`src/rtl/vga_pattern_gen_if.sv`:
```
// Pixel stream bundle between the VGA pattern generator and its consumer.
// The stream has no valid/ready: one pixel per clk_pixel edge with clk_pixel_ena high, and the consumer must take every pixel.
interface vga_pattern_gen_if #(
    parameter int c_bits_x = 10,
    parameter int c_bits_y = 10
);
    logic                clk_pixel_ena;
    logic [1:0]          i_pattern;
    logic [7:0]          o_r;
    logic [7:0]          o_g;
    logic [7:0]          o_b;
    logic                o_hsync;
    logic                o_vsync;
    logic                o_blank;
    logic [c_bits_x-1:0] o_x;
    logic [c_bits_y-1:0] o_y;
    logic [7:0]          o_frame;

    modport master (
        input  clk_pixel_ena, i_pattern,
        output o_r, o_g, o_b, o_hsync, o_vsync, o_blank, o_x, o_y, o_frame
    );

    modport slave (
        output clk_pixel_ena, i_pattern,
        input  o_r, o_g, o_b, o_hsync, o_vsync, o_blank, o_x, o_y, o_frame
    );
endinterface

```
`src/rtl/vga_pattern_gen.sv`:
```
// VGA timing plus test-pattern source (bars, gradient, checkerboard, black).
// Optional grid overlay is built when VGA_PATTERN_GRID_EN is defined.
module vga_pattern_gen #(
    parameter int c_resolution_x      = 640,
    parameter int c_hsync_front_porch = 16,
    parameter int c_hsync_pulse       = 96,
    parameter int c_hsync_back_porch  = 48,
    parameter int c_resolution_y      = 480,
    parameter int c_vsync_front_porch = 10,
    parameter int c_vsync_pulse       = 2,
    parameter int c_vsync_back_porch  = 33,
    parameter int c_sync_active       = 1,
    parameter int c_bits_x            = 10,
    parameter int c_bits_y            = 10
) (
    input  logic              clk_pixel,
    input  logic              reset,
    vga_pattern_gen_if.master vid
);
    localparam int h_total = c_resolution_x + c_hsync_front_porch + c_hsync_pulse + c_hsync_back_porch;
    localparam int v_total = c_resolution_y + c_vsync_front_porch + c_vsync_pulse + c_vsync_back_porch;

    localparam logic [c_bits_x-1:0] x_vis    = c_bits_x'(c_resolution_x);
    localparam logic [c_bits_x-1:0] hs_start = c_bits_x'(c_resolution_x + c_hsync_front_porch);
    localparam logic [c_bits_x-1:0] hs_end   = c_bits_x'(c_resolution_x + c_hsync_front_porch + c_hsync_pulse);
    localparam logic [c_bits_x-1:0] x_last   = c_bits_x'(h_total - 1);
    localparam logic [c_bits_x-1:0] bar_last = c_bits_x'(c_resolution_x / 8 - 1);
    localparam logic [c_bits_y-1:0] y_vis    = c_bits_y'(c_resolution_y);
    localparam logic [c_bits_y-1:0] vs_start = c_bits_y'(c_resolution_y + c_vsync_front_porch);
    localparam logic [c_bits_y-1:0] vs_end   = c_bits_y'(c_resolution_y + c_vsync_front_porch + c_vsync_pulse);
    localparam logic [c_bits_y-1:0] y_last   = c_bits_y'(v_total - 1);
    localparam logic                sync_on  = (c_sync_active != 0);
`ifdef VGA_PATTERN_GRID_EN
    localparam logic [c_bits_x-1:0] x_edge   = c_bits_x'(c_resolution_x - 1);
    localparam logic [c_bits_y-1:0] y_edge   = c_bits_y'(c_resolution_y - 1);
`endif

    logic [c_bits_x-1:0] x_cnt;
    logic [c_bits_y-1:0] y_cnt;
    logic [c_bits_x-1:0] bar_cnt;
    logic [2:0]          bar_idx;
    logic [1:0]          pattern_q;
    logic [7:0]          frame;

    logic       frame_start;
    logic [1:0] pat_eff;
    logic       visible;
    logic       hs_act;
    logic       vs_act;
    logic [7:0] r_n;
    logic [7:0] g_n;
    logic [7:0] b_n;

    // Pixel (0,0) already uses the freshly sampled pattern so a whole frame shares one pattern.
    always_comb begin
        frame_start = (x_cnt == '0) && (y_cnt == '0);
        pat_eff     = frame_start ? vid.i_pattern : pattern_q;
        visible     = (x_cnt < x_vis) && (y_cnt < y_vis);
        hs_act      = (x_cnt >= hs_start) && (x_cnt < hs_end);
        vs_act      = (y_cnt >= vs_start) && (y_cnt < vs_end);
        r_n         = 8'h00;
        g_n         = 8'h00;
        b_n         = 8'h00;
        case (pat_eff)
            2'd0: begin
                r_n = {8{~bar_idx[1]}};
                g_n = {8{~bar_idx[2]}};
                b_n = {8{~bar_idx[0]}};
            end
            2'd1: begin
                r_n = x_cnt[7:0];
                g_n = y_cnt[7:0];
                b_n = frame;
            end
            2'd2: {r_n, g_n, b_n} = {24{x_cnt[4] ^ y_cnt[4]}};
            default: ;
        endcase
`ifdef VGA_PATTERN_GRID_EN
        if ((pat_eff != 2'd3) && ((x_cnt[5:0] == 6'd0) || (y_cnt[5:0] == 6'd0) ||
                                  (x_cnt == x_edge) || (y_cnt == y_edge))) begin
            {r_n, g_n, b_n} = 24'hFFFFFF;
        end
`endif
        if (!visible) begin
            {r_n, g_n, b_n} = 24'h000000;
        end
    end

    // bar_cnt/bar_idx track x_cnt so the bar colour needs no divider.
    always_ff @(posedge clk_pixel or posedge reset) begin
        if (reset) begin
            x_cnt     <= '0;
            y_cnt     <= '0;
            bar_cnt   <= '0;
            bar_idx   <= 3'd0;
            pattern_q <= 2'd0;
            frame     <= 8'd0;
        end else if (vid.clk_pixel_ena) begin
            if (frame_start) begin
                pattern_q <= vid.i_pattern;
            end
            if (x_cnt == x_last) begin
                x_cnt   <= '0;
                bar_cnt <= '0;
                bar_idx <= 3'd0;
                if (y_cnt == y_last) begin
                    y_cnt <= '0;
                    frame <= frame + 8'd1;
                end else begin
                    y_cnt <= y_cnt + 1'b1;
                end
            end else begin
                x_cnt <= x_cnt + 1'b1;
                if (bar_cnt == bar_last) begin
                    bar_cnt <= '0;
                    if (bar_idx != 3'd7) begin
                        bar_idx <= bar_idx + 3'd1;
                    end
                end else begin
                    bar_cnt <= bar_cnt + 1'b1;
                end
            end
        end
    end

    always_ff @(posedge clk_pixel or posedge reset) begin
        if (reset) begin
            vid.o_r     <= 8'h00;
            vid.o_g     <= 8'h00;
            vid.o_b     <= 8'h00;
            vid.o_hsync <= ~sync_on;
            vid.o_vsync <= ~sync_on;
            vid.o_blank <= 1'b1;
            vid.o_x     <= '0;
            vid.o_y     <= '0;
        end else if (vid.clk_pixel_ena) begin
            vid.o_r     <= r_n;
            vid.o_g     <= g_n;
            vid.o_b     <= b_n;
            vid.o_hsync <= hs_act ? sync_on : ~sync_on;
            vid.o_vsync <= vs_act ? sync_on : ~sync_on;
            vid.o_blank <= ~visible;
            vid.o_x     <= x_cnt;
            vid.o_y     <= y_cnt;
        end
    end

    assign vid.o_frame = frame;
endmodule

```
`src/flat_wrapper.sv`:
```
// flat-port wrapper written by rule: the top's interface ports become plain ports
module vga_pattern_gen_flat 
#(
    parameter int c_resolution_x      = 640,
    parameter int c_hsync_front_porch = 16,
    parameter int c_hsync_pulse       = 96,
    parameter int c_hsync_back_porch  = 48,
    parameter int c_resolution_y      = 480,
    parameter int c_vsync_front_porch = 10,
    parameter int c_vsync_pulse       = 2,
    parameter int c_vsync_back_porch  = 33,
    parameter int c_sync_active       = 1,
    parameter int c_bits_x            = 10,
    parameter int c_bits_y            = 10
)
  (clk_pixel, reset, vid_clk_pixel_ena, vid_i_pattern, vid_o_r, vid_o_g, vid_o_b, vid_o_hsync, vid_o_vsync, vid_o_blank, vid_o_x, vid_o_y, vid_o_frame);
  vga_pattern_gen_if #(.c_bits_x(c_bits_x), .c_bits_y(c_bits_y)) vid_i ();
  input  logic clk_pixel;
  input  logic reset;
  input wire logic [$bits(vid_i.clk_pixel_ena)-1:0] vid_clk_pixel_ena;
  input wire logic [$bits(vid_i.i_pattern)-1:0] vid_i_pattern;
  output wire logic [$bits(vid_i.o_r)-1:0] vid_o_r;
  output wire logic [$bits(vid_i.o_g)-1:0] vid_o_g;
  output wire logic [$bits(vid_i.o_b)-1:0] vid_o_b;
  output wire logic [$bits(vid_i.o_hsync)-1:0] vid_o_hsync;
  output wire logic [$bits(vid_i.o_vsync)-1:0] vid_o_vsync;
  output wire logic [$bits(vid_i.o_blank)-1:0] vid_o_blank;
  output wire logic [$bits(vid_i.o_x)-1:0] vid_o_x;
  output wire logic [$bits(vid_i.o_y)-1:0] vid_o_y;
  output wire logic [$bits(vid_i.o_frame)-1:0] vid_o_frame;
  assign vid_i.clk_pixel_ena = vid_clk_pixel_ena;
  assign vid_i.i_pattern = vid_i_pattern;
  assign vid_o_r = vid_i.o_r;
  assign vid_o_g = vid_i.o_g;
  assign vid_o_b = vid_i.o_b;
  assign vid_o_hsync = vid_i.o_hsync;
  assign vid_o_vsync = vid_i.o_vsync;
  assign vid_o_blank = vid_i.o_blank;
  assign vid_o_x = vid_i.o_x;
  assign vid_o_y = vid_i.o_y;
  assign vid_o_frame = vid_i.o_frame;
  vga_pattern_gen #(.c_resolution_x(c_resolution_x), .c_hsync_front_porch(c_hsync_front_porch), .c_hsync_pulse(c_hsync_pulse), .c_hsync_back_porch(c_hsync_back_porch), .c_resolution_y(c_resolution_y), .c_vsync_front_porch(c_vsync_front_porch), .c_vsync_pulse(c_vsync_pulse), .c_vsync_back_porch(c_vsync_back_porch), .c_sync_active(c_sync_active), .c_bits_x(c_bits_x), .c_bits_y(c_bits_y)) u_core (.clk_pixel(clk_pixel), .reset(reset), .vid(vid_i));
endmodule
```
`config.mk`:
```
export PLATFORM = sky130hd
export DESIGN_NAME = vga_pattern_gen_flat
export DESIGN_NICKNAME = d
export VERILOG_FILES = /design/src/rtl/vga_pattern_gen_if.sv /design/src/rtl/vga_pattern_gen.sv /design/src/flat_wrapper.sv
export SDC_FILE = /design/constraint.sdc
export NUM_CORES = 1
export LEC_CHECK = 0
export ABC_AREA = 1
export BUFFER_PORTS_ARGS = -buffer_cell sky130_fd_sc_hd__clkbuf_2
export CORE_AREA = 2 2 110 112
export CTS_BUF_LIST = sky130_fd_sc_hd__clkbuf_2 sky130_fd_sc_hd__clkbuf_4 sky130_fd_sc_hd__clkbuf_8
export DETAILED_ROUTE_END_ITERATION = 8
export DIE_AREA = 0 0 112 114
export GPL_ROUTABILITY_DRIVEN = 0
export GPL_TIMING_DRIVEN = 0
export PLACE_DENSITY = 0.67
export SYNTH_ARGS = -nofsm -noshare
export SYNTH_HDL_FRONTEND = slang
export SYNTH_SLANG_ARGS = --single-unit
```
`constraint.sdc`:
```
create_clock -name clk_pixel -period 3.9 [get_ports clk_pixel]
set_input_delay 0.195 -clock clk_pixel [delete_from_list [all_inputs] [get_ports clk_pixel]]
set_output_delay 0.195 -clock clk_pixel [all_outputs]
set_load 0.01 [all_outputs]
```
### After elaboration in Yosys (flattened, before gate mapping)

Index checks and enable logic that the tools add are counted.

* flip-flop bits (word level): 90
* input port bits: 5
* output and inout port bits: 55
* logic and storage cells: 64

* add/subtract/negate cells: 5
* order comparisons: 6
* equality and inequality tests: 6
* multiplexer cells: 16
* bitwise gates (word level): 5
* reductions and logical operators: 12

Operator list (number)
* $pmux 8 s3: 3
* $mux 10: 4
* $add 10x1->10 const B: 3
* $mux 8: 3
* $eq 10x10->1 const B: 2
* $logic_not 10->1: 2
* $lt 10x10->1 const B: 2
* $lt 10x9->1 const B: 2
* $eq 10x7->1 const B: 1
* $ge 10x10->1 const B: 1
* $ge 10x9->1 const B: 1
* $mux 3: 3
* $add 8x1->8 const B: 1
* $reduce_and 3->1: 2
* $logic_and 1x1->1: 4
* $not 1->1: 4
* $reduce_bool 2->1: 2
* $add 3x1->3 const B: 1
* $ne 3x3->1 const B: 1
* $eq 2x1->1 const B: 1
* $eq 2x2->1 const B: 1
* $logic_not 2->1: 1
* $mux 1: 2
* $mux 2: 1
* other kinds (2): 2

### Logic depth before layout (Yosys ltp)

* depth after elaboration: 6
* depth in mapped cells: 12

### Worst setup path after synthesis

No wires, ideal clock.

* path kind: register to register
* start: register u_core.y_cnt[0]
* end: register u_core.vid.o_g[0]
* library setup time: 0.116 ns
* arrival time: 1.655 ns
* slack: 2.129 ns
* stages on the path, launching flop included: 12
* buffers on the path: 1
* clock period less this slack: 1.771 ns
* path through: dfrtp_1 -> inv_1 -> ha_1 -> nor3b_1 -> nand3_1 -> nand2_1 -> nand2_2 -> nand3_4 -> buf_4 -> nand3_1 -> nand2_1 -> nand2_1

* cells in the longest elaborated chain, start to end: 6
* elaborated cells on any way between the ends: 10
* classes of those cells: order compare (1); eq/ne (2); mux (3); reduce/logical (4)

Ends and longest elaborated chain
* from (decl): line vga_pattern_gen.sv:39 `logic [c_bits_y-1:0] y_cnt;`
* from (signal assigned): line vga_pattern_gen.sv:110 `y_cnt <= y_cnt + 1'b1;`
* $logic_not 10->1: line vga_pattern_gen.sv:56 `frame_start = (x_cnt == '0) && (y_cnt == '0);`
* $logic_and 1x1->1: line vga_pattern_gen.sv:56
* $mux 2
* $eq 2x2->1, or another cell as far along: line vga_pattern_gen.sv:64 `case (pat_eff)`
* $pmux 8 s3: line vga_pattern_gen.sv:64
* $mux 8 *: line vga_pattern_gen.sv:84 `if (!visible) begin`
* to (signal assigned): line vga_pattern_gen.sv:138 `vid.o_g <= g_n;`
* to (decl): line vga_pattern_gen_if.sv:21 `output o_r, o_g, o_b, o_hsync, o_vsync, o_blank, o_x, o_y, o_frame`

Every way passes the cells marked *; elsewhere a longest branch is shown, timed or not.
A chain may end at the register's enable or synchronous reset.

### Worst setup path in the final report

* start: register u_core.y_cnt[1]
* end: register u_core.vid.o_g[2]

Same word-level chain as after synthesis.

==> run summary <==
Post-CTS setup buffers - 0
Launch point of the worst reg-to-reg path - u_core.y_cnt[1]
Most frequent cell after synthesis - nand2_1
Clock latency on the worst-skew pair - 370 ps
Non-Filler Instances - 762
Starting density of the core - 39.1%
CTS buffer count - 9
Total GRT Usage - 17.9%
Fin nets - 625
P_leak - 2.70 nW
Final core occ - 44.9%
Syn nets - 554
Layout filler cell count - 1199
Layout cells sized above 1 - 20.2%
CTS tree - built
WL per Instance - 14.4 um
Clock slew at reported path FFs - 90 ps
Clock Skew - 16.7 ps
Antenna viol nets, final - 0
Final period util - 56.0%
Synth top cells by count - nand2_1 (154), dfrtp_1 (89), nand3_1 (67)
Pwr dens - 480 mW/mm2
Largest net degree at the start of global routing - 66
Register area share after synthesis - 49.2%
RSZ-0062 raised after global routing - false
Total Die Area - 0.0128 mm2
Antenna violations before repair - 0
PortBufs - 58
Synth unique cells - 43
Max H-tree Level - 3
FF/Latch Area - 0.00225 mm2
Vias - 3801
#FFs+latches synth - 90
# DRC - 0
Detailed placer's ending HPWL - 8150 um
Worst-Margin Slew - 519 ps
Largest delay share family, worst path - simple AND/OR/NAND/NOR gates
P&R area growth vs syn - 14.8%
CTS root buf - clkbuf_8
Setup TNS - 0 ps
N_diodes - 0
Crit-path slowest cell - dfrtp_1
Data required time of the worst path - 4160 ps
Yosys top cell by area - dfrtp_1
Multi-input logic area - 0.00202 mm2
Yosys top cell area share - 48.6%
Worst setup EP type - flop
Clk buf depth - 2
Top_reg_cell synth - dfrtp_1
Max cap viols - 0
Final Slew Violations - 0
Syn Inst Count - 541
Hold_sp - vid_clk_pixel_ena
Post-synthesis cell area - 0.00458 mm2
Via/cell ratio - 4.99
Worst path cell trace - inv_1 -> ha_1 -> nor3b_1 -> nand3_1 -> nand2_1 -> nand2_2 -> buf_6 -> nand3_1 -> nand3_1 -> nand2_1 -> nand2_1
Vias in the first global route - 3796
DRT iter0 DRCs - 190
Worst vdd ir - 0.000186 V
GR Overflow Total - 0
CP startpoint - u_core.y_cnt[1]
Crit-path max FO - 10
Tmin final - 2190 ps
Status - complete, no violations
Placed Cells - 747
Top cells by area, synth - dfrtp_1 (49%), nand2_1 (13%), nand3_1 (7.3%)
Max incr delay on CP - 430 ps
Die W - 112 um
FFs w/ async S/R, synth - 100%
Row Count - 40
CP arrival - 2450 ps
Min-delay worst type - in2reg
Crit path buf inv count - 2
Wirelength, routed - 10900 um
Io pins - 60
Clk sinks - 90
First-pass GRT wire length - 18400 um
Fin. Hold Viols - 0
Slew margin rel. - 65.4%
# setup viols final - 0
First drt pass iteration count - 4
Startpoint types - flop
Synth warn - 0
WS Path Type - reg2reg
Die Span Y - 114 um
Post-synth EDFFs - 0
Post-Syn Area per Cell - 8.46 um2
Highest clock rate - 458 MHz
Core footprint - 0.0117 mm2
routing by layer:
layer	up-vias	global-route usage (%)	wire length, um
met5	-	0	0
met4	0	7.40	226
met3	15	2.98	394
met2	65	29.6	5150
met1	1822	23.5	5170
li1	1899	-	-
cell usage in the layout (no fill, tap or decap), drive strengths merged, types with 8 or more instances in the layout:
master / n
nand4: 12
nand2: 163
o21ai: 29
buf: 13
nand3: 71
dfrtp: 89
nor2: 52
ha: 8
nor3: 10
clkbuf: 77
xor2: 10
inv: 46
through the flow:
| stage | hold WS, ps | cell area [um2] | total power, mW | worst slack (ps) |
|---|---|---|---|---|
| 3_3_place_gp | 463 | 5050 | 1.95 | 369 |
| 2_1_floorplan | 470 | 4580 | 1.72 | 1370 |
| 4_1_cts | 184 | 5260 | 2.54 | 1740 |
| 3_5_place_dp | 186 | 5080 | 1.98 | 1790 |
| 5_1_grt | 210 | 5260 | 2.69 | 1530 |
| 6_report | 193 | 5260 | 2.52 | 1710 |
cell families (layout without fill, tap and decap cells):
| kind of cell | after synthesis | count (layout) | synth area share [%] |
|---|---|---|---|
| xor gates and xnor gates | 17 | 17 | 3.25 |
| adders and majority gates | 8 | 8 | 2.19 |
| buffers and inverters | 66 | 140 | 6.70 |
| and+or+nand+nor | 320 | 320 | 33.6 |
| AOI/OAI and AO/OA | 39 | 39 | 4.78 |
| muxes | 1 | 1 | 0.246 |
| DFF | 90 | 90 | 49.2 |
power breakdown:
| group | internal (mW) | switching (mW) | total (mW) |
|---|---|---|---|
| Combinational | 0.261 | 0.437 | 0.699 |
| Sequential | 1.10 | 0.153 | 1.25 |
| Clock | 0.247 | 0.322 | 0.569 |
| Total | 1.61 | 0.912 | 2.52 |
worst min-delay path: stages:
cell and delay [ps]:
buf_2 170, nand2_1 100, nand2_1 60
cell type report:
| type | instances | share of cell area [%] |
|---|---|---|
| flip-flops and latches | 90 | 42.9 |
| repair buffers | 60 | 6.24 |
| multi-input cells | 385 | 38.4 |
| inverters | 46 | 3.38 |
| plain buffers | 20 | 2.50 |
| clock buffers | 11 | 2.76 |
| clock inverters | 3 | 0.333 |
| well taps | 147 | 3.50 |
flip-flops by register name, indices dropped and copies added (netlist names):
name and cells:
u_core.bar_cnt 10, u_core.bar_idx 3, u_core.pattern_q 2, u_core.vid.o_b 8, u_core.vid.o_blank 1, u_core.vid.o_frame 8, u_core.vid.o_g 8, u_core.vid.o_hsync 1
u_core.vid.o_r 8, u_core.vid.o_vsync 1, u_core.vid.o_x 10, u_core.vid.o_y 10, u_core.x_cnt 10, u_core.y_cnt 10
path summary, 6_finish.rpt:
path | to | slack (ps) | cells after the start
min | u_core.vid.o_x[3] | 190 | 3
max reg2reg | u_core.vid.o_g[2] | 1710 | 11
max in group asynchronous | u_core.vid.o_blank | 2910 | 4
min reg2reg | u_core.vid.o_y[7] | 480 | 2
max | u_core.vid.o_g[2] | 1710 | 11
min in group asynchronous | u_core.bar_cnt[6] | 340 | 3
what timing repair did:
item	in CTS	in global routing
endpoints found under the hold margin	25	0
gates resized for setup	0	0
hold buffers	1	0
Note: power is estimated with default switching activity, not from simulation.
